===== src/rtl/scan_moves_pkg.sv =====
// Move encoding, FSM state type and the step -> move-list table used while
// scanning the cube faces in ULFRBD order.
package scan_moves_pkg;

  localparam int LIST_LEN = 12;
  localparam int FACE_W   = 3;
  localparam int TURN_W   = 2;
  localparam int MOVE_W   = FACE_W + TURN_W;
  localparam int STEP_W   = 6;
  localparam int IDX_W    = 4;
  localparam int ADDR_W   = STEP_W + IDX_W;

  localparam logic [FACE_W-1:0] FACE_U = 3'd0;
  localparam logic [FACE_W-1:0] FACE_L = 3'd1;
  localparam logic [FACE_W-1:0] FACE_F = 3'd2;
  localparam logic [FACE_W-1:0] FACE_R = 3'd3;
  localparam logic [FACE_W-1:0] FACE_B = 3'd4;
  localparam logic [FACE_W-1:0] FACE_D = 3'd5;

  localparam logic [TURN_W-1:0] TURN_END  = 2'b00;
  localparam logic [TURN_W-1:0] TURN_CW   = 2'b01;
  localparam logic [TURN_W-1:0] TURN_HALF = 2'b10;
  localparam logic [TURN_W-1:0] TURN_CCW  = 2'b11;

  typedef enum logic [2:0] {
    S_IDLE, S_FETCH, S_CHECK, S_ISSUE, S_WAIT_MOTOR, S_SETTLE, S_DONE
  } seq_state_t;

  function automatic logic [MOVE_W-1:0] mv(input logic [FACE_W-1:0] f,
                                           input logic [TURN_W-1:0] t);
    return {f, t};
  endfunction

  // Address is {step, move_idx}; anything not listed reads as the terminator,
  // so unlisted steps are empty lists.
  function automatic logic [MOVE_W-1:0] move_lut(input logic [ADDR_W-1:0] addr);
    logic [MOVE_W-1:0] m;
    m = '0;
    case (addr)
      {6'd8,  4'd0}: m = mv(FACE_L, TURN_CW);
      {6'd16, 4'd0}: m = mv(FACE_F, TURN_CCW);
      {6'd24, 4'd0}: m = mv(FACE_U, TURN_CW);
      {6'd28, 4'd0}: m = mv(FACE_F, TURN_CW);
      {6'd28, 4'd1}: m = mv(FACE_B, TURN_CCW);
      {6'd32, 4'd0}: m = mv(FACE_R, TURN_HALF);
      {6'd40, 4'd0}: m = mv(FACE_D, TURN_CW);
      {6'd40, 4'd1}: m = mv(FACE_U, TURN_CCW);
      default:       m = '0;
    endcase
    return m;
  endfunction

endpackage


===== src/rtl/setup_move_rom.sv =====
// Registered lookup of the scan move table; data appears one cycle after the address.
module setup_move_rom
  import scan_moves_pkg::*;
(
  input  logic              clock,
  input  logic [ADDR_W-1:0] i_addr,
  output logic [MOVE_W-1:0] o_data
);

  logic [MOVE_W-1:0] r_data;

  always_ff @(posedge clock) r_data <= move_lut(i_addr);

  assign o_data = r_data;

endmodule


===== src/rtl/scan_move_sequencer.sv =====
// Issues the move list for a scan step to the motor driver one move at a time,
// then waits for the cube to settle before flagging the colour sensor stable.
module scan_move_sequencer
  import scan_moves_pkg::*;
#(
  parameter int MAX_MOVES      = 12,
  parameter int SETTLE_CYCLES  = 5000000,
  parameter int TIMEOUT_CYCLES = 130000000,
  parameter int CNT_W          = 27
) (
  input  logic              clock,
  input  logic              reset,
  input  logic              i_start,
  input  logic [STEP_W-1:0] i_step,
  output logic              o_move_valid,
  output logic [MOVE_W-1:0] o_move,
  input  logic              i_move_ready,
  input  logic              i_motor_done,
  output logic              o_color_sensor_stable,
  output logic              o_busy,
  output logic              o_fault,
  output logic              o_overrun
);

  localparam logic [CNT_W-1:0] SETTLE_LAST  = CNT_W'(SETTLE_CYCLES - 1);
  localparam logic [CNT_W-1:0] TIMEOUT_LAST = CNT_W'(TIMEOUT_CYCLES - 1);
  localparam logic [IDX_W-1:0] IDX_MAX      = IDX_W'(MAX_MOVES);

  seq_state_t        r_state, w_state_nxt;
  logic [STEP_W-1:0] r_step;
  logic [IDX_W-1:0]  r_move_idx;
  logic [MOVE_W-1:0] r_move;
  logic              r_move_valid, r_busy, r_stable, r_fault, r_overrun;
  logic [CNT_W-1:0]  r_cnt;
  logic [MOVE_W-1:0] w_rom_data;
  logic              w_accept_start, w_load_move, w_move_acc, w_done_move;
  logic              w_timeout, w_finish;

  setup_move_rom u_rom (
    .clock  (clock),
    .i_addr ({r_step, r_move_idx}),
    .o_data (w_rom_data)
  );

  always_ff @(posedge clock) begin
    if (reset) r_state <= S_IDLE;
    else       r_state <= w_state_nxt;
  end

  always_comb begin
    w_state_nxt    = r_state;
    w_accept_start = 1'b0;
    w_load_move    = 1'b0;
    w_move_acc     = 1'b0;
    w_done_move    = 1'b0;
    w_timeout      = 1'b0;
    w_finish       = 1'b0;
    case (r_state)
      S_IDLE:
        if (i_start && !r_fault) begin
          w_accept_start = 1'b1;
          w_state_nxt    = S_FETCH;
        end
      S_FETCH: w_state_nxt = S_CHECK;
      S_CHECK:
        if (w_rom_data[TURN_W-1:0] == TURN_END || r_move_idx == IDX_MAX)
          w_state_nxt = (r_move_idx == '0) ? S_DONE : S_SETTLE;
        else begin
          w_load_move = 1'b1;
          w_state_nxt = S_ISSUE;
        end
      S_ISSUE:
        if (i_move_ready) begin
          w_move_acc  = 1'b1;
          w_state_nxt = S_WAIT_MOTOR;
        end
      S_WAIT_MOTOR:
        if (i_motor_done) begin
          w_done_move = 1'b1;
          w_state_nxt = S_FETCH;
        end else if (r_cnt == TIMEOUT_LAST) begin
          w_timeout   = 1'b1;
          w_state_nxt = S_IDLE;
        end
      // The counter restarts at the final motor_done, so fetch/check time
      // counts toward the settle interval.
      S_SETTLE:
        if (r_cnt >= SETTLE_LAST) w_state_nxt = S_DONE;
      S_DONE: begin
        w_finish    = 1'b1;
        w_state_nxt = S_IDLE;
      end
      default: w_state_nxt = S_IDLE;
    endcase
  end

  always_ff @(posedge clock) begin
    if (reset) begin
      r_step       <= '0;
      r_move_idx   <= '0;
      r_move       <= '0;
      r_move_valid <= 1'b0;
      r_busy       <= 1'b0;
      r_stable     <= 1'b0;
      r_fault      <= 1'b0;
      r_overrun    <= 1'b0;
      r_cnt        <= '0;
    end else begin
      if (w_accept_start) begin
        r_step     <= i_step;
        r_move_idx <= '0;
        r_stable   <= 1'b0;
        r_busy     <= 1'b1;
      end
      if (i_start && r_busy) r_overrun <= 1'b1;
      if (w_load_move) begin
        r_move       <= w_rom_data;
        r_move_valid <= 1'b1;
      end
      if (w_move_acc)  r_move_valid <= 1'b0;
      if (w_done_move) r_move_idx   <= r_move_idx + IDX_W'(1);
      if (w_timeout) begin
        r_fault <= 1'b1;
        r_busy  <= 1'b0;
      end
      if (w_finish) begin
        r_stable <= 1'b1;
        r_busy   <= 1'b0;
      end
      if (w_move_acc || w_done_move) r_cnt <= '0;
      else if (r_state != S_IDLE)    r_cnt <= r_cnt + CNT_W'(1);
    end
  end

  // Masked by start so the requester never sees last step's stable level
  // in the cycle it asks for the next step.
  assign o_color_sensor_stable = r_stable & ~i_start;
  assign o_move_valid          = r_move_valid;
  assign o_move                = r_move;
  assign o_busy                = r_busy;
  assign o_fault               = r_fault;
  assign o_overrun             = r_overrun;

endmodule


===== config.mk =====
export PLATFORM = sky130hd
export DESIGN_NAME = scan_move_sequencer
export DESIGN_NICKNAME = d
export VERILOG_FILES = /design/src/rtl/scan_moves_pkg.sv /design/src/rtl/setup_move_rom.sv /design/src/rtl/scan_move_sequencer.sv
export SDC_FILE = /design/constraint.sdc
export NUM_CORES = 1
export LEC_CHECK = 0
export BUFFER_PORTS_ARGS = -buffer_cell sky130_fd_sc_hd__buf_2
export CAP_MARGIN = 20
export CORE_MARGIN = 5
export CORE_UTILIZATION = 50
export DETAILED_ROUTE_END_ITERATION = 16
export PLACE_DENSITY = 0.78
export SYNTH_ARGS = -nofsm -noshare
export SYNTH_HDL_FRONTEND = slang
export SYNTH_SLANG_ARGS = --single-unit

===== constraint.sdc =====
create_clock -name clock -period 5 [get_ports clock]
set_clock_uncertainty 0.05 [all_clocks]
set_input_delay 0.75 -clock clock [delete_from_list [all_inputs] [get_ports clock]]
set_output_delay 0.75 -clock clock [all_outputs]
set_load 0.01 [all_outputs]

==> flow_summary_export.csv <==
group,metric,value,unit
power,ir_drop,249,uV
worst_setup_path,cp.required,5.19,ns
final_layout,utilization,55.9,%
worst_hold_path,min_path_type,"flop to flop",
worst_setup_path,cp-end-kind,"flop",
global_route,grt_pass1_wl,9.69,mm
drt,detail_route.wl_per_cell,14.0,um
floorplan,dieHeight,82.6,um
cts,cts_num_sinks,55,
timing,finalSetupViolations,0,
floorplan,initial_core_util,51.6,%
floorplan,rows,26,
drt,drt_wl_total,5.61,mm
final_layout,syn_to_final_growth,8.31,%
floorplan,pin_count,21,
timing,fin_crit_sh,46.3,%
cts,cts_hold_buf,0,
cts,post_cts_buffers,0,
worst_setup_path,reg2reg_slack,2.69,ns
cts,clock_path_buffers,2,
outcome,outcome,"completed",
place,dp_hpwl,4.02,mm
synth,synth_commonest_cells,"dfxtp_1 (55), nor2_1 (46), nand2_1 (33), a21oi_1 (21), nand3_1 (16)",
final_layout,antenna_cells,0,
place,portBuffers,20,
global_route,grt_max_degree,28,
synth,ys_seq_area_share,41.8,%
cts,htreeDepth,2,
worst_hold_path,whs_path_depth,2,
final_layout,multi_input_area,1440,sq um
synth,syn-instance-count,320,
drt,drc,0,
worst_setup_path,r2r_end,"r_state[1]$_SDFFE_PP0P_",
place,gp_congestion,0.887,
synth,syn_nets,335,
final_layout,fill_cells,488,
global_route,grt_usage,17.8,%
global_route,antenna_found_initial,0,
timing,drv_slew,0,
cts,path_clk_slew,0.11,ns
synth,synth_seq_cells,55,
timing,hold_violations,0,
drt,viasPerCell,5.73,
cts,clock_latency,0.31,ns
global_route,grt_overflow,0,
synth,yosysMostFrequentCell,"dfxtp_1",
drt,drt_iter0_drc,158,
cts,cts_buffers,5,
synth,synth_area_per_cell,8.24,sq um
cts,tritoncts,"done",
floorplan,die_w,82.6,um
timing,slew_headroom,27.6,%
drt,ant_nets,0,
floorplan,core_area,5110,sq um
timing,rsz0062_at_grt,"false",
synth,synthArstFlopShare,0,%
cts,clock-root-buffer,"clkbuf_8",
timing,finalSetupTns,0,ns
worst_hold_path,holdPathEnd,"r_stable$_SDFFE_PP0P_",
synth,yosysTopAreaCellShare,41.8,%
flow_run,cap_violations,0,
worst_setup_path,critPathLaunch,"r_cnt[11]$_SDFFE_PP0N_",
worst_setup_path,crit_fanout,9,
power,power_density,382,nW/um^2
final_layout,layout.area.seq,1100,sq um
global_route,first_global_vias,2090,
worst_setup_path,crit_type,"flop to flop",
synth,yosys-top-cells-area,"dfxtp_1 (42%), nor2_1 (6.5%), nand2_1 (4.7%)",
synth,synth_area,2640,sq um
worst_setup_path,rr_worst_depth,5,
timing,worst_pin_slew,1.09,ns
timing,max_freq,432,MHz
place,dp_slack,2.58,ns
worst_setup_path,cp_data_arrival_time,2.50,ns
floorplan,dieArea,6820,sq um
timing,fin_crit,2.31,ns
timing,fin_ws,2.69,ns
final_layout,drive_above_1_share,9.67,%
synth,synth_edf_count,0,
cts,cts_resized,0,
worst_setup_path,startpoint_type,"flop",
worst_setup_path,r2r_start,"r_cnt[11]$_SDFFE_PP0N_",
worst_hold_path,hold_start,"r_stable$_SDFFE_PP0P_",
power,finalPower,1.09,mW
final_layout,nets,345,
drt,first_pass_iters,4,
synth,yosysTopAreaCell,"dfxtp_1",
drt,vias,2299,
synth,synth_ff_type,"dfxtp_1",
synth,synth_cell_types,44,
synth,yosys_warnings,0,
power,power.leakage,1.07,nW
-- cells in the final DEF, fill, tap and decap left out, types with 5 or more instances in the layout --
master,instances
dfxtp_1,55
nor2_1,46
nand2_1,33
a21oi_1,21
buf_2,20
nand3_1,16
nand4_1,15
xor2_1,14
o21ai_0,11
xnor2_1,11
nor3_1,10
inv_1,7
and3_1,7
mux2i_1,6
clkbuf_8,5
-- state kept, by name, summed over array words and instances, names as in the netlist --
| register | count |
|---|---|
| o_fault | 1 |
| o_move_valid | 1 |
| r_state | 3 |
| r_step | 6 |
| o_move | 5 |
| r_move_idx | 4 |
| o_busy | 1 |
| r_stable | 1 |
| u_rom.o_data | 5 |
| r_cnt | 27 |
| o_overrun | 1 |
-- worst max-delay path, cell delays in order (launching register included) --
cell and delay, ns:
dfxtp_1 0.40, or4_1 0.49, or4_4 0.55, o41ai_4 0.34, o211ai_1 0.17, a211oi_2 0.23
-- through the flow --
stage               hold WS [ns]  cell area, sq um  std cells
floorplan                  0.382              2640        320
global route               0.442              2860        401
CTS                        0.414              2860        401
global placement           0.393              2750        393
finish                     0.413              2860        401
detailed placement         0.397              2750        393
-- metal layers --
| metal | GRT usage, % | wire length [um] |
|---|---|---|
| met5 | 0 | 0 |
| met2 | 27.7 | 2630 |
| met1 | 24.9 | 2650 |
| met3 | 3.58 | 268 |
| met4 | 5.39 | 61 |
-- report_power, final --
part | internal [mW] | switching [mW] | total (mW)
logic | 0.107 | 0.169 | 0.276
registers | 0.490 | 0.0586 | 0.549
clock network | 0.106 | 0.160 | 0.266
total | 0.703 | 0.388 | 1.09
-- worst max-delay path by stage --
stage                                          to  slack [ns]
after global routing        r_cnt[9]$_SDFFE_PP0N_        2.46
final                     r_state[1]$_SDFFE_PP0P_        2.69
after global placement     r_cnt[10]$_SDFFE_PP0N_        2.67
after CTS                 r_state[1]$_SDFFE_PP0P_        2.69
after detailed placement   r_cnt[21]$_SDFFE_PP0N_        2.58
after floorplan           r_state[1]$_SDFFE_PP0P_        2.80
-- logic make-up after synthesis --
family          after synthesis  share of synthesized area (%)
flops                        55                           41.8
fa+ha+maj                     4                           1.90
xor+xnor                     25                           8.31
buf+inv                      24                           3.70
mux                           6                           2.28
simple gates                156                           29.5
compound gates               50                           12.6
-- cell type report --
class / count / area share [%]
multi-input combinational: 241 / 50.4
sequential: 55 / 38.6
timing repair buffer: 20 / 3.51
tap: 70 / 3.07
clock buffer: 5 / 2.41
clock inverter: 3 / 1.18
inverter: 7 / 0.920
Note: power is estimated with default switching activity, not from simulation.
